## config.mk

```make
export PLATFORM = sky130hd
export DESIGN_NAME = mmc3_irq_counter
export DESIGN_NICKNAME = d
export VERILOG_FILES = /design/src/rtl/mmc3_irq_counter.sv
export SDC_FILE = /design/constraint.sdc
export NUM_CORES = 1
export LEC_CHECK = 0
export BUFFER_PORTS_ARGS = -buffer_cell sky130_fd_sc_hd__buf_2
export CAP_MARGIN = 0
export CORE_UTILIZATION = 35
export CTS_CLUSTER_DIAMETER = 40
export DETAILED_ROUTE_END_ITERATION = 12
export PLACE_DENSITY = 0.53
export SLEW_MARGIN = 20
export SYNTH_ARGS = -nofsm -noshare
export SYNTH_HDL_FRONTEND = slang
export SYNTH_SLANG_ARGS = --single-unit
```

## constraint.sdc

```tcl
create_clock -name m2 -period 2.6 [get_ports m2]
set_clock_uncertainty 0.15 [all_clocks]
set_input_delay 0.13 -clock m2 [delete_from_list [all_inputs] [get_ports m2]]
set_output_delay 0.13 -clock m2 [all_outputs]
set_load 0.1 [all_outputs]
```

## src/rtl/mmc3_irq_counter.sv

```systemverilog
// MMC3-style scanline IRQ counter.
// PPU A12 is resynchronised to m2 and low-time filtered. Each qualified
// rising edge clocks an 8-bit down counter that reloads from a CPU-written
// latch whenever it is zero or a reload has been requested. Reaching zero
// can raise an active-low IRQ, which is cleared only by a $E000 write or by
// reset. The two historical chip revisions differ only in whether reloading
// a zero latch into an already-zero counter raises the IRQ.
module mmc3_irq_counter #(
    parameter int A12_FILTER   = 3,   // low cycles required before a rise counts (1-15)
    parameter int MMC3_ALT_IRQ = 0    // 0 = new-revision IRQ, 1 = old-revision IRQ
) (
    input  logic       m2,
    input  logic       reset,
    input  logic       enable,
    input  logic       cpu_write,
    input  logic [1:0] reg_sel,
    input  logic [7:0] cpu_data,
    input  logic       ppu_a12,
    output logic       irq,
    output logic [7:0] counter_out
);

    localparam logic [3:0] FILTER_C = 4'(A12_FILTER);

    localparam logic [1:0] SEL_LATCH   = 2'd0;  // $C000
    localparam logic [1:0] SEL_RELOAD  = 2'd1;  // $C001
    localparam logic [1:0] SEL_DISABLE = 2'd2;  // $E000
    localparam logic [1:0] SEL_ENABLE  = 2'd3;  // $E001

    // A12 synchroniser and edge-history flops
    logic       a12_meta_q;
    logic       a12_s_q;
    logic       a12_prev_q;

    // Counter state
    logic [3:0] low_cnt_q,     low_cnt_d;
    logic [7:0] counter_q,     counter_d;
    logic [7:0] latch_q,       latch_d;
    logic       reload_flag_q, reload_flag_d;
    logic       irq_enable_q,  irq_enable_d;
    logic       irq_pending_q, irq_pending_d;

    // Event decode helpers
    logic       clk_event;
    logic       reload_now;
    logic [7:0] counter_evt;
    logic       irq_set;

    // Two-flop synchroniser for PPU A12, plus one more stage for edge detection
    always_ff @(posedge m2 or posedge reset) begin
        if (reset) begin
            a12_meta_q <= 1'b0;
            a12_s_q    <= 1'b0;
            a12_prev_q <= 1'b0;
        end else begin
            a12_meta_q <= ppu_a12;
            a12_s_q    <= a12_meta_q;
            a12_prev_q <= a12_s_q;
        end
    end

    // Low-time filter, event decode, and CPU register writes (writes take priority)
    always_comb begin
        low_cnt_d     = low_cnt_q;
        counter_d     = counter_q;
        latch_d       = latch_q;
        reload_flag_d = reload_flag_q;
        irq_enable_d  = irq_enable_q;
        irq_pending_d = irq_pending_q;

        // Saturating count of cycles spent low; any high cycle restarts it.
        if (a12_s_q) begin
            low_cnt_d = 4'd0;
        end else if (low_cnt_q != FILTER_C) begin
            low_cnt_d = low_cnt_q + 4'd1;
        end

        clk_event   = enable && a12_s_q && !a12_prev_q && (low_cnt_q == FILTER_C);
        reload_now  = (counter_q == 8'd0) || reload_flag_q;
        // The old latch value is used here, so a same-cycle $C000 write
        // only affects later reloads.
        counter_evt = reload_now ? latch_q : (counter_q - 8'd1);

        if (MMC3_ALT_IRQ != 0) begin
            // Old revision: a zero reloaded into a zero counter stays silent
            // unless a reload was explicitly requested.
            irq_set = (counter_evt == 8'd0) && irq_enable_q &&
                      ((counter_q != 8'd0) || reload_flag_q);
        end else begin
            irq_set = (counter_evt == 8'd0) && irq_enable_q;
        end

        if (clk_event) begin
            counter_d     = counter_evt;
            reload_flag_d = 1'b0;
            if (irq_set) begin
                irq_pending_d = 1'b1;
            end
        end

        if (cpu_write) begin
            case (reg_sel)
                SEL_LATCH: begin
                    latch_d = cpu_data;
                end
                SEL_RELOAD: begin
                    // Overrides a coincident event entirely, including its IRQ.
                    counter_d     = 8'd0;
                    reload_flag_d = 1'b1;
                    irq_pending_d = irq_pending_q;
                end
                SEL_DISABLE: begin
                    irq_enable_d  = 1'b0;
                    irq_pending_d = 1'b0;
                end
                default: begin
                    irq_enable_d = 1'b1;
                end
            endcase
        end
    end

    // Counter, latch and IRQ state registers
    always_ff @(posedge m2 or posedge reset) begin
        if (reset) begin
            low_cnt_q     <= 4'd0;
            counter_q     <= 8'd0;
            latch_q       <= 8'd0;
            reload_flag_q <= 1'b0;
            irq_enable_q  <= 1'b0;
            irq_pending_q <= 1'b0;
        end else begin
            low_cnt_q     <= low_cnt_d;
            counter_q     <= counter_d;
            latch_q       <= latch_d;
            reload_flag_q <= reload_flag_d;
            irq_enable_q  <= irq_enable_d;
            irq_pending_q <= irq_pending_d;
        end
    end

    assign irq         = ~irq_pending_q;
    assign counter_out = counter_q;

endmodule

```

**Word-level counts from Yosys, hierarchy flattened**

Cells that the tools add are included.

- Bits in registers: 26
- Bits of input ports: 15

- Add/subtract/negate cells: 2
- Equal/unequal tests: 5
- Multiplexer cells: 14
- Bitwise operators: 2
- Reduce and logical (&&, ||, !) cells: 13

Operator list:

| cell | number |
|---|---|
| 2-to-1 mux 8 bit | 4 |
| zero test 8 bit | 2 |
| 2-to-1 mux 4 bit | 2 |
| subtractor 8 x 1 -> 8 bit, second input constant | 1 |
| 2-to-1 mux 1 bit | 6 |
| adder 4 x 1 -> 4 bit, second input constant | 1 |
| equality test 4 x 2 -> 1 bit, second input constant | 1 |
| logical AND 1 bit | 4 |
| != test 4 x 2 -> 1 bit, second input constant | 1 |
| case mux 1 bit (2 select lines) | 2 |
| AND reduction 2 bit | 2 |
| equality test 2 x 1 -> 1 bit, second input constant | 1 |
| equality test 2 bit, second input constant | 1 |
| zero test 2 bit | 1 |
| != test 2 bit, second input constant | 1 |
| NOT 1 bit | 2 |
| nonzero test 2 bit | 1 |
| OR reduction 2 bit | 1 |
| zero test 1 bit | 1 |
| logical OR 1 bit | 1 |

**Longest topological paths before layout**

- Depth after elaboration: 9
- Mapped depth: 8
- Mapped depth without buffers: 8

**Worst setup path after synthesis**

Ideal clock, no wire load.

- Path type: register to register
- Start: register counter_q[0], in the netlist counter_out[0]
- End: register irq_pending_q
- Library setup time: 0.083 ns
- Data arrival time: 2.645 ns
- Setup slack: -0.277 ns
- Cell stages (with the launch flop): 9
- Clock period less this slack: 2.877 ns
- Path through: dfrtp_1 -> inv_1 -> ha_1 -> nor3b_2 -> o21ai_0 -> a21oi_1 -> o22a_1 -> or4_1 -> a21oi_1

- Word-level cells in the longest chain between the ends: 9

Ends and longest elaborated chain:

| element | RTL line | RTL |
|---|---|---|
| from (decl) | 37 | `logic [7:0] counter_q, counter_d;` |
| from (signal assigned) | 134 | `counter_q <= counter_d;` |
| parallel branches: the longest is 2 deep, another holds subtractor 8 x 1 -> 8 bit | - |  |
| 2-to-1 mux 8 bit * | 82 | `counter_evt = reload_now ? latch_q : (counter_q - 8'd1);` |
| zero test 8 bit * | 90 | `irq_set = (counter_evt == 8'd0) && irq_enable_q;` |
| logical AND 1 bit * | 90 |  |
| 2-to-1 mux 1 bit * | 96 | `if (irq_set) begin` |
| 2-to-1 mux 1 bit * | 93 | `if (clk_event) begin` |
| case mux 1 bit (2 select lines) | 102 | `case (reg_sel)` |
| 2-to-1 mux 1 bit * | 101 | `if (cpu_write) begin` |
| to (signal assigned) | 138 | `irq_pending_q <= irq_pending_d;` |
| to (decl) | 41 | `logic irq_pending_q, irq_pending_d;` |

Mark *: on every way between the ends.
A chain may end at the register's enable or synchronous reset.

**Worst setup path in the final report**

Same ends and word-level chain as after synthesis.

==> results by group <==
Detailed routing
  – DRC viols: 0
  – Routed len/inst: approximately 13 um
  – Routed vias/inst: about 5.0
  – Via Count: between 1000 and 1500
  – Drt pass-1 iters: 4
  – Detail Route Antenna Nets: 0
  – Wirelength, routed: approximately 2800 um
  – DRT iter0 DRCs: ~90

Worst setup path
  – Worst setup SP type: flop
  – Worst endpoint required time: 2.65 ns
  – CP Capture Type: flop
  – CP Class: flop to flop
  – Worst-path fanout max: 5
  – R2R cell count: 7
  – CP arrival: roughly 2.3 ns

Power and ir drop
  – PwrDens: about 620 nW/um2
  – P_leak: 0.743 nW
  – VDD IR-drop max: between 0.0002 and 0.00025 V

Synthesis
  – Synthesized Nets: between 100 and 150
  – Most common library cells after synthesis: 26 x dfrtp_1, 14 x nand2_1, 11 x a21oi_1, 11 x nor2_1, 9 x mux2_2
  – Synthesized area per cell: approximately 10 um2
  – Post-synth top flop: dfrtp_1
  – Post-synth ARST share: 100%
  – Gate Count Post-Synth: 130
  – Seq/Total Area, Yosys: 48.1%
  – Count leader, synth: dfrtp_1
  – Largest cells by area after synthesis: dfrtp_1 48%, mux2_2 7.5%, a21oi_1 4.1%, nand2_1 3.9%, nor2_1 3.1%
  – Number of synthesized register bits: 26
  – Synth top area share: 48.1%
  – Number of flops mapped to enable cells by yosys: 0
  – Synth Cell Area: 1350 um2
  – Syn. warnings: 0
  – Area leader, netlist: dfrtp_1
  – Distinct cell type count of the synthesized netlist: 38

Clock network
  – CTS Buf Count: 3
  – Clk_lat worst skew: between 0.2 and 0.3 ns
  – CTS tree: yes
  – Worst-path clk slew: ~0.080 ns
  – Clock buffer depth: 2
  – H-tree level count: 1
  – Setup bufs post-CTS: 0
  – Root buffer cell: clkbuf_8
  – CTS sink cnt: 26

Finish
  – Nets: between 150 and 200
  – Share of layout cells above drive strength 1: 28.1%
  – Fillers: about 370
  – Layout area overhead: 25.5%
  – Post-route cell area: 1700 um2
  – Final core area utilization: between 40% and 50%
  – Number of diodes: 0
  – Non-Filler Instances: 215

Global routing
  – Initial antenna violation count: 0
  – All-layer global routing usage: 14.9%
  – Overflow after GRT: 0
  – Largest net degree at the start of global routing: 27
  – Vias in the first global route: 1051
  – Global-route wire length before repair: 4730 um

Floorplan
  – Core area: roughly 3700 um2
  – Die Ht: roughly 64 um
  – DIE AREA: approximately 4000 um2
  – Ports: 24
  – Row count: 22
  – Starting Density: approximately 37%
  – Die X: roughly 64 um

Timing
  – Max Clk Rate: 452 MHz
  – Max-slew violations: 0
  – Fin crit share: between 80 and 90%
  – Slew margin rel.: between 50% and 60%
  – Worst Max-Slew Pin Slew: between 0.6 and 0.7 ns
  – Hold slack: roughly 0.09 ns
  – Final Hold Vio Count: 0
  – Finish-stage setup viols: 0
  – RSZ-0062 raised after global routing: false
  – Final period demand of the worst path: around 2.2 ns
  – Setup TNS: 0 ns

Outcome
  – Status: complete, no violations

Worst hold path
  – Hold Path Class: primary input to flop
  – Hold Path Stages: 3

Flow run
  – Max cap viols: 0

Placement
  – Placement Cell Area: ~1500 um2
  – # placed instances: 200
  – Gpl congestion: a little over 0.8
  – Post-DP HPWL: a little over 2000 um
  – IO buf count: 23
path summary, 6_finish.rpt:
kind                            slack, ns           start        endpoint
worst max-delay path                 0.39  counter_out[0]   irq_pending_q
worst min-delay path                 0.09       cpu_write    irq_enable_q
worst max register to register       0.39  counter_out[0]   irq_pending_q
worst min register to register       0.21      a12_meta_q         a12_s_q
max in group asynchronous            1.74           reset  counter_out[0]
min in group asynchronous            0.30           reset    low_cnt_q[1]
what timing repair did:
item	in CTS	in global routing
hold buffers	11	0
resized for setup	0	0
endpoints found under the hold margin	36	0
sequential cells by signal, indices dropped and copies added (netlist names):
signal / cells
irq_pending_q: 1
a12_prev_q: 1
a12_meta_q: 1
latch_q: 8
a12_s_q: 1
counter_out: 8
low_cnt_q: 4
reload_flag_q: 1
irq_enable_q: 1
per-stage QoR:
stage	total power, mW	setup slack, ns
floorplan	0.732	0.0525
global placement	0.794	0.454
detailed placement	0.798	0.399
CTS	1.07	0.405
global route	1.12	0.263
finish	1.05	0.386
cell families after synthesis:
| family | synth area share (%) |
|---|---|
| XOR/XNOR | 3.24 |
| flip-flops | 48.1 |
| buffers and inverters | 2.87 |
| multiplexers | 8.23 |
| AO/OA/AOI/OAI | 15.2 |
| AND/OR/NAND/NOR | 19.6 |
| adder cells (fa/ha/maj) | 2.78 |
layout by cell type, fill, tap and decap left out, types with 4 or more instances in the layout:
cell           count
nor2_1            11
inv_1              5
a21oi_1           11
clkbuf_8           4
a211oi_1           4
nand2_1           14
mux2_2             9
dlygate4sd3_1     11
dfrtp_1           24
o21ai_0            4
buf_2             23
cell type report:
cell class | count | area [um2] | share of cell area, %
clock buffers | 4 | 55.1 | 3.24
inverters | 5 | 18.8 | 1.11
multi-input cells | 95 | 663 | 39.1
flip-flops and latches | 26 | 653 | 38.5
well taps | 48 | 60.1 | 3.54
repair buffers | 37 | 248 | 14.6
critical path: stages (launching register included):
cell	delay [ns]
dfrtp_2	0.43
inv_1	0.12
ha_1	0.17
nor3b_2	0.28
a21oi_1	0.11
o22a_1	0.21
or4_1	0.52
a21oi_1	0.15
where the power goes:
| part | internal (mW) | leakage [nW] | switching, mW |
|---|---|---|---|
| Clock | 0.135 | 0.0288 | 0.116 |
| Sequential | 0.451 | 0.326 | 0.0537 |
| Combinational | 0.124 | 0.388 | 0.174 |
| Total | 0.710 | 0.743 | 0.344 |
metal layers:
metal | wire (um) | vias to the layer above | share of wire, % | track usage, %
li1 | - | 541 | - | -
met1 | 1430 | 515 | 52 | 20.4
met2 | 1190 | 21 | 43 | 23.3
met3 | 82 | 5 | 3.0 | 1.61
met4 | 56 | 0 | 2.0 | 7.50
met5 | 0 | - | 0 | 0
No activity file was read; power rests on OpenSTA's default activity.
